<file path="src/rtl/trigger_detector.sv">
// trigger_detector
// Qualifies the raw envelope comparator output into a registered
// packet-present trigger for the backscatter modulator.
//
// Ports:
//   clock          system clock, rising edge
//   reset          asynchronous active-low reset
//   enable         synchronous enable; low forces IDLE and drops the trigger
//   envelope_in    raw comparator output, asynchronous to clock
//   trigger_signal qualified packet-present, registered
//   timeout_pulse  one-cycle pulse when an over-length excitation is cut off
//   packet_count   completed (non-timeout) packets, wraps 255 -> 0
//
// state      | meaning
// -----------+------------------------------------------------------------
// ST_IDLE    | no packet; waiting for the first high sample
// ST_QUALIFY | counting consecutive high samples toward MIN_ON
// ST_ACTIVE  | trigger high, envelope present
// ST_GAP     | trigger high, envelope dropped; counting low samples
// ST_LOCKOUT | forced release; waiting for GAP_CYCLES consecutive lows
module trigger_detector #(
  parameter int unsigned MIN_ON     = 40,
  parameter int unsigned GAP_CYCLES = 20,
  parameter int unsigned MAX_ON     = 3000050,
  parameter int unsigned CNT_W      = 22
) (
  input  logic       clock,
  input  logic       reset,
  input  logic       enable,
  input  logic       envelope_in,
  output logic       trigger_signal,
  output logic       timeout_pulse,
  output logic [7:0] packet_count
);

  localparam int unsigned RUN_MAX = (MIN_ON > GAP_CYCLES) ? MIN_ON : GAP_CYCLES;
  localparam int unsigned RUN_W   = $clog2(RUN_MAX + 1);

  localparam logic [RUN_W-1:0] MIN_TC  = RUN_W'(MIN_ON - 1);
  localparam logic [RUN_W-1:0] GAP_TC  = RUN_W'(GAP_CYCLES - 1);
  localparam logic [RUN_W-1:0] RUN_ONE = RUN_W'(1);
  // Terminal count at MAX_ON: the trigger is released after exactly MAX_ON
  // high cycles, since dur_cnt already reads 1 during the first high cycle.
  localparam logic [CNT_W-1:0] DUR_TC  = CNT_W'(MAX_ON);
  localparam logic [CNT_W-1:0] DUR_ONE = CNT_W'(1);

  typedef enum logic [2:0] {
    ST_IDLE,
    ST_QUALIFY,
    ST_ACTIVE,
    ST_GAP,
    ST_LOCKOUT
  } state_e;

  state_e           state_q, state_d;
  logic             env_meta_q, env_meta_d;
  logic             env_s_q, env_s_d;
  logic [RUN_W-1:0] run_cnt_q, run_cnt_d;
  logic [CNT_W-1:0] dur_cnt_q, dur_cnt_d;
  logic             trig_q, trig_d;
  logic             pulse_q, pulse_d;
  logic [7:0]       pkt_q, pkt_d;
  logic             gap_done;

  always_comb begin
    env_meta_d = envelope_in;
    env_s_d    = env_meta_q;
    state_d    = state_q;
    run_cnt_d  = run_cnt_q;
    dur_cnt_d  = dur_cnt_q;
    trig_d     = trig_q;
    pulse_d    = 1'b0;
    pkt_d      = pkt_q;
    gap_done   = 1'b0;

    if (!enable) begin
      state_d   = ST_IDLE;
      run_cnt_d = '0;
      dur_cnt_d = '0;
      trig_d    = 1'b0;
    end else begin
      unique case (state_q)
        ST_IDLE: begin
          if (env_s_q) begin
            state_d   = ST_QUALIFY;
            run_cnt_d = RUN_ONE;
          end
        end

        ST_QUALIFY: begin
          if (!env_s_q) begin
            state_d   = ST_IDLE;
            run_cnt_d = '0;
          end else if (run_cnt_q == MIN_TC) begin
            state_d   = ST_ACTIVE;
            run_cnt_d = '0;
            dur_cnt_d = DUR_ONE;
            trig_d    = 1'b1;
          end else begin
            run_cnt_d = run_cnt_q + RUN_ONE;
          end
        end

        ST_ACTIVE, ST_GAP: begin
          // Timeout outranks a gap completing on the same edge.
          if (dur_cnt_q == DUR_TC) begin
            state_d   = ST_LOCKOUT;
            run_cnt_d = '0;
            dur_cnt_d = '0;
            trig_d    = 1'b0;
            pulse_d   = 1'b1;
          end else begin
            if (dur_cnt_q != '1) begin
              dur_cnt_d = dur_cnt_q + DUR_ONE;
            end
            if (state_q == ST_ACTIVE) begin
              if (!env_s_q) begin
                // With a single-sample gap the first low already ends the packet.
                if (GAP_CYCLES == 1) begin
                  gap_done = 1'b1;
                end else begin
                  state_d   = ST_GAP;
                  run_cnt_d = RUN_ONE;
                end
              end
            end else begin
              if (env_s_q) begin
                state_d   = ST_ACTIVE;
                run_cnt_d = '0;
              end else if (run_cnt_q == GAP_TC) begin
                gap_done = 1'b1;
              end else begin
                run_cnt_d = run_cnt_q + RUN_ONE;
              end
            end
            if (gap_done) begin
              state_d   = ST_IDLE;
              run_cnt_d = '0;
              dur_cnt_d = '0;
              trig_d    = 1'b0;
              pkt_d     = pkt_q + 8'd1;
            end
          end
        end

        ST_LOCKOUT: begin
          if (env_s_q) begin
            run_cnt_d = '0;
          end else if (run_cnt_q == GAP_TC) begin
            state_d   = ST_IDLE;
            run_cnt_d = '0;
          end else begin
            run_cnt_d = run_cnt_q + RUN_ONE;
          end
        end

        default: begin
          state_d   = ST_IDLE;
          run_cnt_d = '0;
          dur_cnt_d = '0;
          trig_d    = 1'b0;
        end
      endcase
    end
  end

  always_ff @(posedge clock or negedge reset) begin
    if (!reset) begin
      state_q    <= ST_IDLE;
      env_meta_q <= 1'b0;
      env_s_q    <= 1'b0;
      run_cnt_q  <= '0;
      dur_cnt_q  <= '0;
      trig_q     <= 1'b0;
      pulse_q    <= 1'b0;
      pkt_q      <= 8'd0;
    end else begin
      state_q    <= state_d;
      env_meta_q <= env_meta_d;
      env_s_q    <= env_s_d;
      run_cnt_q  <= run_cnt_d;
      dur_cnt_q  <= dur_cnt_d;
      trig_q     <= trig_d;
      pulse_q    <= pulse_d;
      pkt_q      <= pkt_d;
    end
  end

  assign trigger_signal = trig_q;
  assign timeout_pulse  = pulse_q;
  assign packet_count   = pkt_q;

endmodule

</file>
<file path="config.mk">
export PLATFORM = sky130hd
export DESIGN_NAME = trigger_detector
export DESIGN_NICKNAME = d
export VERILOG_FILES = /design/src/rtl/trigger_detector.sv
export SDC_FILE = /design/constraint.sdc
export NUM_CORES = 1
export LEC_CHECK = 0
export ABC_AREA = 1
export ABC_CLOCK_PERIOD_IN_PS = 2700
export CAP_MARGIN = 30
export CORE_ASPECT_RATIO = 1.4
export CORE_UTILIZATION = 40
export CTS_CLUSTER_DIAMETER = 150
export DETAILED_ROUTE_END_ITERATION = 10
export GPL_ROUTABILITY_DRIVEN = 0
export GPL_TIMING_DRIVEN = 0
export HOLD_SLACK_MARGIN = 0.03
export SYNTH_ARGS = -nofsm -noshare
export SYNTH_HDL_FRONTEND = slang
export SYNTH_SLANG_ARGS = --single-unit
</file>
<file path="constraint.sdc">
create_clock -name clock -period 2.7 [get_ports clock]
set_input_delay 0.405 -clock clock [delete_from_list [all_inputs] [get_ports clock]]
set_output_delay 0.405 -clock clock [all_outputs]
set_load 0.05 [all_outputs]
</file>
==> results of run 1 <==
## Yosys cell counts, drive strengths merged
cell	n	area, µm²
nand3	54	305
o31ai	3	22.5
nand3b	1	7.51
nand2	113	452
nor3	11	60.1
dfrtp	43	1080
inv	48	183
nand4	13	103
o21bai	1	7.51
o22ai	2	12.5
xnor2	3	26.3
nor2	75	319
o21ai	20	104
ha	4	50.1
buf	7	61.3
xor2	14	123
a21oi	11	66.3
clkbuf	2	7.51
## final cells by class
class	instances	area, µm²
Tap cell	95	119
Fill cell	753	3680
Clock buffer	5	68.8
Timing Repair Buffer	15	155
Sequential cell	43	1080
Inverter	48	183
Multi-Input combinational cell	325	1660
Buffer	9	68.8
Clock inverter	3	67.6
## critical path, cell delays in order, from the launching register on
cell and delay, ns:
dfrtp_1 0.48, inv_1 0.18, ha_1 0.21, nand3_1 0.12, nor2_1 0.13, nand3_1 0.21
nand3b_1 0.17, nand2_1 0.17, inv_1 0.18, nand2_1 0.09, nand2_1 0.07, nand2_1 0.05
## metal layers
| layer | global-route usage | wire length [µm] |
|---|---|---|
| met1 | 0.267 | 3330 |
| met2 | 0.410 | 4190 |
| met3 | 0.0291 | 300 |
| met4 | 0.0876 | 247 |
| met5 | 0 | 0 |
## cells in the final DEF (no fill, tap or decap), types with 2 or more instances in the layout
cell	instances
nand2_1	106
bufinv_16	2
nand3_4	2
xnor2_1	3
o22ai_1	2
nand3_1	50
nor2_2	3
nand3_2	2
o21ai_0	11
a21oi_2	3
inv_2	5
ha_1	4
xor2_1	14
nor3_1	10
a21oi_1	8
nor2_4	4
o21ai_1	8
nand4_1	11
nand2_2	5
clkbuf_1	2
dfrtp_1	43
clkbuf_8	5
buf_2	2
nor2_1	68
clkdlybuf4s50_1	12
inv_1	42
buf_6	4
nand2_4	2
o31ai_1	3
## final timing paths
check / from / end / slack [ns] / cells past startpoint
min: env_meta_q / env_s_q / 0.36 / 0
max: dur_cnt_q[0] / state_q[0] / 0.55 / 11
min in group asynchronous: reset / dur_cnt_q[17] / 0.50 / 2
min reg2reg: env_meta_q / env_s_q / 0.36 / 0
max reg2reg: dur_cnt_q[0] / state_q[0] / 0.55 / 11
max in group asynchronous: reset / dur_cnt_q[21] / 1.72 / 3
## repair_timing
action	4_1_cts	5_1_grt
hold buffers	1	0
hold endpoints to repair	10	0
resized for setup	0	0
## kinds of logic after synthesis
family                   after synthesis
AND/OR/NAND/NOR                      267
buffers and inverters                 57
flip-flops                            43
AO/OA/AOI/OAI                         37
XOR/XNOR                              17
adder cells (fa/ha/maj)                4
## per-stage QoR
stage | instances | hold slack (ns) | setup TNS (ns) | area [µm²]
6_report | 543 | 0.360 | 0 | 3400
5_1_grt | 543 | 0.387 | 0 | 3400
4_1_cts | 543 | 0.367 | 0 | 3400
3_5_place_dp | 534 | 0.307 | 0 | 3250
3_3_place_gp | 533 | 0.333 | -2.59 | 3230
2_1_floorplan | 425 | 0.109 | 0 | 2990
## sequential cells by signal, summed over array words and instances (netlist names)
name / flops
timeout_pulse: 1
state_q: 3
env_meta_q: 1
trigger_signal: 1
dur_cnt_q: 22
packet_count: 8
env_s_q: 1
run_cnt_q: 6
## power breakdown
group,switching (W),leakage [nW],internal (W)
clock,0.000250,0.0644,0.000369
sequential,0.0000451,0.591,0.000684
combinational,0.000457,0.881,0.000186
==> results.md, run 1 <==
- Status: complete, no violations
- CTS tree: built
- Hold crit path type: flop to flop
- DIE AREA: 7820 µm²
- Post-layout util: 0.480
- RSZ-0062 raised after global routing: false
- Pwr Total: roughly 0.002 W
- Placed wire-length estimate: 5980 µm
- Post-Syn Area: ~3000 µm²
- First-pass GRT wire length: 13600 µm
- Critical Path RT: 2.89 ns
- Largest family of logic cells by synthesized area: simple AND/OR/NAND/NOR gates
- Max Root-Sink Buffers: 2
- Cell Pwr Density: 586 nW/µm²
- Seq/Total Area, Yosys: 0.360
- First DRT Iteration DRCs: 191
- Row cnt: 36
- Syn Nets: approximately 430
- Worst Skew: 0.0162 ns
- Core area: 7070 µm²
- WP data arrival: 2.34 ns
- Number of max-cap violations: 0
- Slew @ Worst Pin: 0.543 ns
- Max Slew Vio Count: 0
- H-tree depth: 2
- Final Hold Fails: 0
- Synth cell types: 35
- DIE HEIGHT: 104 µm
- Drt first pass iters: 4
- Max_slew headroom: 0.638
- Final setup margin: 0.549 ns
- Clock transition at path regs: 0.09 ns
- Nets: 455
- Synth warnings: 0
- I/O pin total: 14
- Worst slack, placed: 0.423 ns
- WL per Instance: 14.9 µm
- Area growth from synthesis to layout: 13.7%
- Horiz. Die Dim: 75.0 µm
- Setup violators final: 0
- Number of global-route vias before repair: roughly 2.9k
- Largest net degree at the start of global routing: 34
- Complex-gate fraction of the synthesized area: 0.0712
- Crit start category: flop
- ANT nets after route: 0
- Mapped Avg Cell Area: 7.02 µm²
- DR vias: 2862
- XOR/XNOR Fraction of Synth Area: 0.0499
- VDD IR max: approximately 0.31 mV
- Root buf cell: clkbuf_8
- Post-synthesis adder-cell area fraction: 0.0168
- Post-synthesis sequential element count: between 40 and 50
- CTS sink count: 43
- # Post-CTS Setup Buffers: 0
- TritonCTS buffer count: 5
- F_max: 465 MHz
- GRT overflow: 0
- Global Route Usage Sum: 0.229
- PortBufs: 13
- Share of cells above drive strength 1: 0.105
- Element type at the critical path end: flop
- # diodes: 0
- Total routed wirelength: roughly 8100 µm
- Post-Synth Simple-Gate Area: 0.417
- Tmin final: 2.15 ns
- Critical path peak fanout: 7
- Drt via density: around 5.3
- Period utilization: 0.797
- WS Path Type: flop to flop
- Starting Density: 0.422
- Initial antenna violation count: 0
- Leakage power figure: 1.54 nW
- Mux cell area share after synthesis: 0
- Drc violations: 0
- Gate count of the mapped netlist: 425
- Clk_lat worst skew: roughly 0.31 ns
Note: power is estimated with default switching activity, not from simulation.
==> run 2, diff against run 1 <==
- ABC_CLOCK_PERIOD_IN_PS: 2700 -> 1900
- clock period: 2.7 -> 1.9 ns (I/O delays scaled with it)
==> results.md, run 2 (synthesis gave the netlist of run 1 again) <==
- Area after DPL: 3250 µm²
- Critical path peak fanout: 4
- DR vias: 2941
- Placed wire-length estimate: between 5000 and 6000 µm
- Area of the multi-input gates: between 1500 and 2000 µm²
- RSZ-0062 raised after global routing: false
- Crit path buf inv count: 1
- PortBufs: 13
- Slowest CP cell: clkdlybuf4s50_1
- WL per Instance: 15.2 µm
- Sequential cell area: between 1000 and 1500 µm²
- Largest register FFs: 22
- Horiz. Die Dim: ~75 µm
- Total routed wirelength: 8480 µm
- Row cnt: 36
- Area growth from synthesis to layout: 22.1%
- Worst Skew: ~0.016 ns
- VDD IR max: 0.541 mV
- P_int: 0.00191 W
- Max_slew headroom: 0.609
- Clock transition at path regs: 0.10 ns
- TritonCTS buffer count: 5
- Share of cells above drive strength 1: 0.173
- WP data arrival: 1.55 ns
- Clk_lat worst skew: 0.31 ns
- Element type at the critical path end: output pin
- Status: complete, no violations
- Initial antenna violation count: 0
- Final Hold Fails: 0
- CTS sink count: 43
- Slew @ Worst Pin: 0.586 ns
- Core area: roughly 7100 µm²
- First-pass GRT wire length: 13800 µm
- Cell Pwr Density: between 800 and 900 nW/µm²
- Number of max-cap violations: 0
- WS Path Type: flop to output pin
- Tmin final: 1.84 ns
- CP max stage delay: 0.82 ns
- Fillers: 722
- Clk pwr share: 0.288
- Critical Path RT: 1.62 ns
- Gate power share: 0.373
- Top reg by flops: dur_cnt_q
- Crit start category: flop
- Max Slew Vio Count: 0
- GRT overflow: 0
- DIE AREA: slightly below 8000 µm²
- Critical path, cell by cell: clkdlybuf4s50_1
- Number of global-route vias before repair: 2967
- Starting Density: 0.422
- Root buf cell: clkbuf_8
- Hold crit path type: flop to flop
- Drt first pass iters: 5
- Family with the most delay on the worst path: buffers and inverters
- Pwr Total: 0.00307 W
- Nets: 469
- Most common cell after layout, fill and taps aside: nand2_1
- DIE HEIGHT: 104 µm
- First DRT Iteration DRCs: 178
- F_max: about 540 MHz
- ANT nets after route: 0
- # diodes: 0
- Max Root-Sink Buffers: 2
- CTS tree: built
- Drt via density: between 5 and 6
- Switching Fraction: 0.378
- Period utilization: 0.968
- NetSw: around 0.0012 W
- Drc violations: 0
- Global Route Usage Sum: 0.232
- Design Area, Final: 3640 µm²
- H-tree depth: 2
- Leakage power figure: 1.66 nW
- Sequential share of power: 0.339
- Most frequent cells in the layout: nand2_1 (103), nor2_1 (65), nand3_1 (46), dfrtp_1 (41), inv_1 (39)
- Largest net degree at the start of global routing: 34
- I/O pin total: 14
- Setup violators final: 0
==> run 2: layer usage <==
metal	track usage	part of all wire	vias to the layer above
met5	0	0	-
met4	0.0957	0.035	0
met3	0.0281	0.039	31
met2	0.411	0.52	88
met1	0.271	0.40	1382
li1	-	-	1440
==> run 2: cell type report <==
| cell class | count | area share |
|---|---|---|
| plain buffers | 8 | 0.0189 |
| clock buffers | 5 | 0.0189 |
| clock inverters | 3 | 0.0185 |
| inverters | 48 | 0.0522 |
| multi-input cells | 325 | 0.487 |
| flip-flops and latches | 43 | 0.296 |
| well taps | 95 | 0.0326 |
| repair buffers | 30 | 0.0755 |
==> run 2: worst register-to-register path, stage by stage (launching register included) <==
cell and delay (ns):
dfrtp_2 0.45, ha_4 0.20, nand3_4 0.11, nor2_4 0.19
nand4_4 0.11, o21ai_4 0.20, nand2_4 0.10, inv_6 0.09
buf_8 0.14, nand2_2 0.05, o21ai_1 0.10
==> run 2: power by group through the flow <==
stage	clock network, W	registers (W)	logic, W
global route	0.000925	0.00104	0.00127
global placement	0	0.00105	0.000895
detailed placement	0	0.00105	0.000913
CTS	0.000905	0.00103	0.00102
finish	0.000886	0.00104	0.00114
floorplan	0	0.00107	0.000620
==> run 2: through the flow <==
step / TNS (ns) / utilization / worst slack, ns / hold slack, ns / instances
floorplan: 0 / - / 0.207 / -0.0106 / 425
global placement: -36.56 / 0.457 / -0.743 / 0.333 / 533
detailed placement: -5.87 / 0.459 / -0.257 / 0.187 / 534
CTS: 0 / 0.493 / 0.00575 / 0.367 / 549
global route: 0 / 0.515 / 0.00937 / 0.387 / 557
finish: 0 / 0.515 / 0.0603 / 0.360 / 557
==> run 2: worst paths after layout <==
| check | cells past startpoint | startpoint | endpoint | slack [ns] |
|---|---|---|---|---|
| worst max-delay path | 1 | packet_count[0] | packet_count[0] | 0.06 |
| worst min-delay path | 0 | env_meta_q | env_s_q | 0.36 |
| worst max register to register | 10 | dur_cnt_q[1] | dur_cnt_q[6] | 0.08 |
| worst min register to register | 0 | env_meta_q | env_s_q | 0.36 |
| max in group asynchronous | 3 | reset | dur_cnt_q[0] | 1.04 |
| min in group asynchronous | 2 | reset | dur_cnt_q[17] | 0.37 |
==> run 2: timing repair <==
item | 4_1_cts | 5_1_grt
setup endpoints to repair | 28 | 31
gates resized for setup | 12 | 23
buffers inserted | 6 | 9
hold buffers | 1 | 0
hold endpoints to repair | 10 | 0
pin swaps | 3 | 10
==> run 3, diff against run 2 <==
- SLEW_MARGIN: unset -> 20
==> results.md, run 3 (synthesis gave the netlist of run 1 again) <==
- Row cnt: 36
- Crit path buf inv count: 1
- Global Route Usage Sum: 0.234
- Max_slew headroom: 0.568
- Nets: 469
- Status: complete, no violations
- DIE AREA: 7820 µm²
- DR vias: 2948
- Final Hold Fails: 0
- Share of cells above drive strength 1: 0.171
- First DRT Iteration DRCs: 174
- Levels on crit path: 1
- Crit start category: flop
- Max Slew Vio Count: 0
- Sequential cell area: 1080 µm²
- Slew @ Worst Pin: 0.648 ns
- Family with the most delay on the worst path: buffers and inverters
- VDD IR max: 0.549 mV
- Clk_lat worst skew: 0.31 ns
- Cell Pwr Density: 807 nW/µm²
- Most common cell after layout, fill and taps aside: nand2_1
- Most frequent cells in the layout: nand2_1 (104), nor2_1 (63), nand3_1 (46), dfrtp_1 (42), inv_1 (39)
- Slowest CP cell: clkdlybuf4s50_1
- Setup TNS: 0 ns
- Number of max-cap violations: 0
- Drt first pass iters: 4
- Largest net degree at the start of global routing: 25
- Crit path launch: packet_count[0]
- Largest register FFs: 22
- H-tree depth: 2
- WP data arrival: approximately 1.6 ns
- Total routed wirelength: 8420 µm
- Post-layout util: 0.512
- Reg2reg start: dur_cnt_q[0]
- I/O pin total: 14
- Number of global-route vias before repair: 2968
- Reg2Reg Setup Slack: 0.09 ns
- Drt via density: between 5 and 6
- Layout Cells excl Fill: roughly 560
- RSZ-0062 raised after global routing: true
- Placed wire-length estimate: around 6000 µm
- Element type at the critical path end: output pin
- Root buf cell: clkbuf_8
- Starting Density: 0.422
- Design Area, Final: 3620 µm²
- Leakage power figure: approximately 1.7 nW
- R2R Path End: run_cnt_q[4]
- Critical Path RT: between 1.5 and 2 ns
- CTS tree: built
- Top reg by flops: dur_cnt_q
- First-pass GRT wire length: about 14000 µm
- ANT nets after route: 0
- Max Root-Sink Buffers: 2
- Fillers: 737
- Area after DPL: 3260 µm²
- Tmin final: around 1.8 ns
- Area growth from synthesis to layout: 21.4%
- TritonCTS buffer count: 5
- Dpl cells: 534
- Initial antenna violation count: 0
- Hold crit path type: flop to flop
- F_max: 543 MHz
- Clock transition at path regs: 0.09 ns
- Critical path, cell by cell: clkdlybuf4s50_1
- WS Path Type: flop to output pin
- GRT overflow: 0
- Horiz. Die Dim: 75.0 µm
- Core area: between 7000 and 8000 µm²
- # diodes: 0
- CTS sink count: 43
- CP max stage delay: 0.82 ns
- Drc violations: 0
- Setup violators final: 0
- WL per Instance: 15.1 µm
- Worst Skew: 0.0131 ns
- Critical path peak fanout: 4
- PortBufs: 13
- Area of the multi-input gates: about 1800 µm²
- Pwr Total: 0.00293 W
- R2R depth: 10
- Crit path capture: packet_count[0]
- Period utilization: 0.969
- DIE HEIGHT: 104 µm
[run 3: cell count changes in the layout (fill, tap and decap cells not counted), sizes merged]
| cell | before | now |
|---|---|---|
| clkinvlp | 1 | 0 |
| bufinv | 2 | 1 |
| clkinv | 0 | 2 |
| inv | 48 | 47 |
| clkbuf | 6 | 8 |
| buf | 24 | 23 |
[run 3: final cells by class]
type,count,share of cell area
Multi-Input combinational cell,325,0.490
Timing Repair Buffer,29,0.0760
Clock buffer,6,0.0228
Inverter,48,0.0521
Sequential cell,43,0.297
Tap cell,95,0.0328
Buffer,9,0.0190
Clock inverter,2,0.00967
[run 3: per-layer routing]
metal,up-vias,share of wire,global-route usage
met4,0,0.048,0.111
met3,32,0.035,0.0349
met5,-,0,0
met2,72,0.52,0.409
li1,1442,-,-
met1,1402,0.39,0.267
[run 3: power by group]
group          leakage [nW]  internal (W)  switching, W  total [W]
sequential            0.590      0.000974     0.0000650    0.00104
clock                0.0612      0.000426      0.000345   0.000771
combinational          1.01      0.000392      0.000725    0.00112
total                  1.66       0.00179       0.00113    0.00293
[run 3: how the worst min path moves through the flow]
stage	start	to	slack, ns	cells after the start
4_1_cts	env_meta_q	env_s_q	0.37	0
2_1_floorplan	reset	dur_cnt_q[0]	-0.01	0
5_1_grt	env_meta_q	env_s_q	0.39	0
3_5_place_dp	env_meta_q	env_s_q	0.34	0
3_3_place_gp	env_meta_q	env_s_q	0.33	0
6_report	env_meta_q	env_s_q	0.36	0
[run 3: stage by stage]
step | worst slack [ns] | hold slack (ns)
floorplan | 0.207 | -0.0106
global placement | -0.743 | 0.333
detailed placement | -0.262 | 0.344
CTS | 0.0142 | 0.366
global route | -0.0204 | 0.386
finish | 0.0593 | 0.359
[run 3: what timing repair did]
item,in CTS,in global routing
endpoints found under the hold margin,23,0
buffers inserted,5,9
endpoints found under the setup margin,28,33
hold buffers,1,0
resized for setup,11,23
pin swaps,3,12
